<file path="config.mk">
export PLATFORM = sky130hd
export DESIGN_NAME = fifo_uart_tx
export DESIGN_NICKNAME = d
export VERILOG_FILES = /design/src/rtl/fifo_uart_tx.sv
export SDC_FILE = /design/constraint.sdc
export NUM_CORES = 1
export LEC_CHECK = 0
export CAP_MARGIN = 30
export CORE_MARGIN = 2
export CORE_UTILIZATION = 47
export DETAILED_ROUTE_END_ITERATION = 8
export PLACE_DENSITY = 0.75
export SETUP_SLACK_MARGIN = 0.3
export SLEW_MARGIN = 30
export SYNTH_ARGS = -nofsm -noshare
export SYNTH_HDL_FRONTEND = slang
export SYNTH_SLANG_ARGS = --single-unit
</file>
<file path="constraint.sdc">
create_clock -name clk -period 2 [get_ports clk]
set_clock_uncertainty 0.2 [all_clocks]
set_input_delay 0.4 -clock clk [delete_from_list [all_inputs] [get_ports clk]]
set_output_delay 0.4 -clock clk [all_outputs]
set_load 0.01 [all_outputs]
</file>
<file path="src/rtl/fifo_uart_tx.sv">
// fifo_uart_tx: drains a FIFO read port and serialises each byte as a UART frame.
// Frame: start bit, DATA_WIDTH data bits LSB first, optional even parity, stop bit.
// Ports:
//   clk, reset       - clock; synchronous active-high reset
//   fifo_rd_val      - FIFO non-empty
//   fifo_rd_en       - pop request (combinational; only asserted in IDLE)
//   fifo_rd_data     - FIFO read data, valid the cycle after a pop edge
//   tx               - registered serial line, idle high
//   busy             - high whenever the FSM is not in IDLE
//   frames_sent      - count of completed frames, wraps at 16 bits
module fifo_uart_tx #(
    parameter int DATA_WIDTH   = 8,
    parameter int CLKS_PER_BIT = 16,
    parameter bit PARITY_EN    = 1'b0
) (
    input  logic                  clk,
    input  logic                  reset,
    input  logic                  fifo_rd_val,
    output logic                  fifo_rd_en,
    input  logic [DATA_WIDTH-1:0] fifo_rd_data,
    output logic                  tx,
    output logic                  busy,
    output logic [15:0]           frames_sent
);

    localparam int BW = $clog2(CLKS_PER_BIT);
    localparam int NW = $clog2(DATA_WIDTH) + 1;

    localparam logic [BW-1:0] BAUD_LAST = BW'(CLKS_PER_BIT - 1);
    localparam logic [BW-1:0] BAUD_ONE  = BW'(1);
    localparam logic [NW-1:0] BIT_LAST  = NW'(DATA_WIDTH - 1);
    localparam logic [NW-1:0] BIT_ONE   = NW'(1);

    typedef enum logic [2:0] {
        IDLE,
        FETCH,
        START,
        DATA,
        PARITY,
        STOP
    } state_t;

    state_t                  state_q, state_d;
    logic [BW-1:0]           baud_q, baud_d;
    logic [NW-1:0]           bit_q, bit_d;
    logic [DATA_WIDTH-1:0]   shift_q, shift_d;
    logic                    par_q, par_d;
    logic                    tx_q, tx_d;
    logic [15:0]             frames_q, frames_d;
    logic                    baud_tc;

    always_ff @(posedge clk) begin
        if (reset) begin
            state_q  <= IDLE;
            baud_q   <= '0;
            bit_q    <= '0;
            shift_q  <= '0;
            par_q    <= 1'b0;
            tx_q     <= 1'b1;
            frames_q <= '0;
        end else begin
            state_q  <= state_d;
            baud_q   <= baud_d;
            bit_q    <= bit_d;
            shift_q  <= shift_d;
            par_q    <= par_d;
            tx_q     <= tx_d;
            frames_q <= frames_d;
        end
    end

    always_comb begin
        state_d  = state_q;
        baud_d   = baud_q;
        bit_d    = bit_q;
        shift_d  = shift_q;
        par_d    = par_q;
        tx_d     = tx_q;
        frames_d = frames_q;
        baud_tc  = (baud_q == BAUD_LAST);

        // Reset gates the pop so the FIFO keeps its word.
        fifo_rd_en = !reset && (state_q == IDLE) && fifo_rd_val;

        // Bit-period counter only runs while a line bit is on the wire.
        if (state_q != IDLE && state_q != FETCH) begin
            baud_d = baud_tc ? '0 : baud_q + BAUD_ONE;
        end

        unique case (state_q)
            IDLE: begin
                if (fifo_rd_en) begin
                    state_d = FETCH;
                end
            end
            FETCH: begin
                shift_d = fifo_rd_data;
                par_d   = ^fifo_rd_data;
                tx_d    = 1'b0;
                baud_d  = '0;
                state_d = START;
            end
            START: begin
                if (baud_tc) begin
                    tx_d    = shift_q[0];
                    bit_d   = '0;
                    state_d = DATA;
                end
            end
            DATA: begin
                if (baud_tc) begin
                    if (bit_q < BIT_LAST) begin
                        shift_d = shift_q >> 1;
                        tx_d    = shift_d[0];
                        bit_d   = bit_q + BIT_ONE;
                    end else if (PARITY_EN) begin
                        tx_d    = par_q;
                        state_d = PARITY;
                    end else begin
                        tx_d    = 1'b1;
                        state_d = STOP;
                    end
                end
            end
            PARITY: begin
                if (baud_tc) begin
                    tx_d    = 1'b1;
                    state_d = STOP;
                end
            end
            STOP: begin
                if (baud_tc) begin
                    frames_d = frames_q + 16'd1;
                    state_d  = IDLE;
                end
            end
            default: begin
                state_d = IDLE;
            end
        endcase
    end

    assign tx          = tx_q;
    assign busy        = (state_q != IDLE);
    assign frames_sent = frames_q;

endmodule

</file>
==> metrics.md <==
| Metric | Value |
|---|---|
| Most frequent CP cell | `or4_4` |
| Clock Tree Buf Depth | `2` |
| CTS Buf Count | `5` |
| Worst-path clk slew | `0.08 ns` |
| Tcrit/Tclk final | `98.3%` |
| Mapped Nets | `219` |
| Post-Route WL | `4110 um` |
| Net Switching | `360 uW` |
| Logic pwr share | `12.1%` |
| CTS sink cnt | `36` |
| Via count | `1712` |
| Initial DRC count | `81` |
| Sequential area share after synthesis | `41.7%` |
| Die Y | `64.7 um` |
| Critical Path Stages | `5` |
| CP startpoint | `baud_q[0]` |
| Yosys top cell area share | `41.7%` |
| Sw frac | `24.6%` |
| Initial antenna violation count | `0` |
| Syn Std Cell Area | `1730 um^2` |
| Worst r2r src | `baud_q[0]` |
| R2R Path End | `frames_sent[13]` |
| Clock share of power | `36.7%` |
| Gp weighted congestion | `0.795` |
| Top delay family on crit path | `simple AND/OR/NAND/NOR gates` |
| Status | `complete, no violations` |
| Ratio of routed vias to standard cells | `5.61` |
| Fillers | `288` |
| Cell taking the most area after synthesis | `dfxtp_1` |
| Pwr Density | `574 nW/um^2` |
| Mapped Cells | `205` |
| Clock H-tree levels | `2` |
| Crit path to | `frames_sent[13]` |
| Final min period | `1.97 ns` |
| Leak | `1.05 nW` |
| Die Wd | `64.7 um` |
| Die ar. | `4180 um^2` |
| Int Power | `1.11 mW` |
| Largest net degree at the start of global routing | `40` |
| Sequential share of power | `51.2%` |
| Drc violations | `0` |
| Ys async rst share | `0%` |
| Kind of critical path | `flop to flop` |
| I/O pin count | `30` |
| Largest stage delay, worst path | `0.47 ns` |
| Antenna Nets Post-Route | `0` |
| ANT cells | `0` |
| Share of layout cells above drive strength 1 | `30.4%` |
| Max_cap viols | `0` |
| Area of the core | `3610 um^2` |
| First-pass GRT wire length | `6620 um` |
| Placed inst area | `2210 um^2` |
| Hold Buf Count CTS | `0` |
| Synth Warn # | `0` |
| Top FF cell, synth | `dfxtp_1` |
| R2R setup slack | `0.03 ns` |
| Fin. Hold Viols | `0` |
| Most common library cell in the layout ignoring fill and taps | `nor2_1` |
| Root Buffer Master | `clkbuf_8` |
| Worst-case hold slack | `0.261 ns` |
| Drt pass-1 iters | `4` |
| Setup violators final | `0` |
| Hold Path Class | `flop to flop` |
| Buffers on Ports | `29` |
| Number of global-route vias before repair | `1530` |
| Crit path DAT | `1.99 ns` |
| Max-slew violation count | `0` |
| WL/cell | `13.5 um` |
| Initial Util | `48.0%` |
| DPL Wire Length | `2630 um` |
| Worst slew pin tran | `0.409 ns` |
| Peak supply drop | `0.366 mV` |
| CTS tree | `done` |
| Commonest non-fill, non-tap cells in the layout | `nor2_1 (21), a21oi_1 (20), buf_4 (20)` |
| Design area | `2550 um^2` |
| Slew headroom | `72.7%` |
| Worst-Skew Late Latency | `0.29 ns` |
| Num rows | `22` |
| Area contributors post-synth | `dfxtp_1 (42%), a21oi_1 (6.1%), nor2_1 (5.0%), xnor2_1 (4.6%), a211oi_1 (4.3%)` |
| WP buf/inv | `0` |
| Setup crit start kind | `flop` |
| RSZ-0062 raised after global routing | `yes` |
| Critical-path cell list | `ha_4 -> nand4_4 -> or4_4 -> or4_4 -> a21oi_2` |
| Yosys reg bits | `36` |
| Worst Path Required | `2.03 ns` |
| Synth cell types | `39` |
| Grt total ovfl | `0` |
| Number of synthesized flops with an enable pin | `0` |
| Reg2reg path depth | `5` |
| Worst-path maximum fanout | `6` |
| Fin nets | `270` |
| Syn-to-layout area delta | `47.6%` |
| Crit. End Element | `flop` |
| Synthesized area per cell | `8.43 um^2` |
| Tot GR Track Use | `20.4%` |
| Maximum clock rate | `509 MHz` |
| Worst path slowest cell | `or4_4` |
[cell families (layout without fill, tap and decap cells)]
| group | count (synthesis) | in the layout | share of synthesized area, % |
|---|---|---|---|
| AO/OA/AOI/OAI | 50 | 50 | 17.4 |
| XOR/XNOR | 10 | 10 | 5.07 |
| adder cells (fa/ha/maj) | 3 | 3 | 2.17 |
| buffers and inverters | 17 | 69 | 3.91 |
| flip-flops | 36 | 36 | 41.7 |
| multiplexers | 9 | 9 | 5.35 |
| AND/OR/NAND/NOR | 80 | 80 | 24.5 |
[cells in the mapped netlist, types with 2 or more instances]
cell type	n
dfxtp_1	36
nor3b_1	2
a22oi_1	2
a21oi_1	21
o21ai_0	9
mux2i_1	7
nand4_1	7
clkbuf_1	7
nand2b_1	4
a211oi_1	10
buf_1	3
nor3_1	9
ha_1	3
nand3_1	9
nor2_1	23
or3_1	3
nor2b_1	5
and3_1	2
inv_1	5
nor4_1	5
xnor2_1	9
nand2_1	6
mux2_2	2
[area by class of cell]
cell class	count	area, um^2	share of cell area [%]
well taps	48	60.1	2.35
repair buffers	55	504	19.8
multi-input cells	152	1120	44.0
clock buffers	8	90.1	3.53
inverters	6	22.5	0.882
flip-flops and latches	36	752	29.5
[worst min path at each step]
stage / from / cells past startpoint / slack [ns] / endpoint
final: bit_q[0] / 1 / 0.26 / bit_q[0]
after global routing: bit_q[0] / 1 / 0.30 / bit_q[0]
after CTS: bit_q[0] / 1 / 0.26 / bit_q[0]
after detailed placement: shift_q[7] / 2 / 0.28 / shift_q[7]
after global placement: shift_q[7] / 2 / 0.27 / shift_q[7]
after floorplan: shift_q[7] / 2 / 0.25 / shift_q[7]
[sequential cells by signal, summed over array words and instances, names as in the netlist]
register     cells
frames_sent     16
shift_q          8
tx               1
baud_q           4
state_q          3
bit_q            4
[through the flow]
step	worst slack (ns)	utilization [%]	setup TNS [ns]	instances	power [mW]
global route	-0.0257	70.8	-0.0449	305	1.52
global placement	-0.218	61.4	-0.260	288	0.926
CTS	0.0457	66.9	0	303	1.48
detailed placement	-0.213	61.4	-0.254	288	0.928
floorplan	0.159	-	0	205	0.861
finish	0.0345	70.8	0	305	1.47
[power groups by stage]
stage / Sequential (mW) / Clock (mW) / Combinational, mW
after CTS: 0.749 / 0.554 / 0.172
after detailed placement: 0.766 / 0 / 0.163
final: 0.750 / 0.538 / 0.178
after global placement: 0.765 / 0 / 0.161
after global routing: 0.751 / 0.580 / 0.192
after floorplan: 0.762 / 0 / 0.0994
[worst register-to-register path: cells and delay by family (launching register included)]
kind	cells	cell delay, ns
and+or+nand+nor	3	1.03
AOI/OAI and AO/OA	1	0.12
DFF	1	0.37
adders and majority gates	1	0.17
[what timing repair did]
item / in CTS / in global routing
buffers inserted: 7 / 2
endpoints found under the setup margin: 39 / 34
resized for setup: 43 / 32
hold endpoints to repair: 0 / 0
gates cloned: 0 / 0
pin swaps: 10 / 15
[metal layers]
metal,track usage (%),up-vias,wire (um)
li1,-,849,-
met1,23.5,812,1860
met2,35.4,40,2000
met3,5.21,11,145
met4,9.04,0,106
met5,0,-,0
Note: power is estimated with default switching activity, not from simulation.
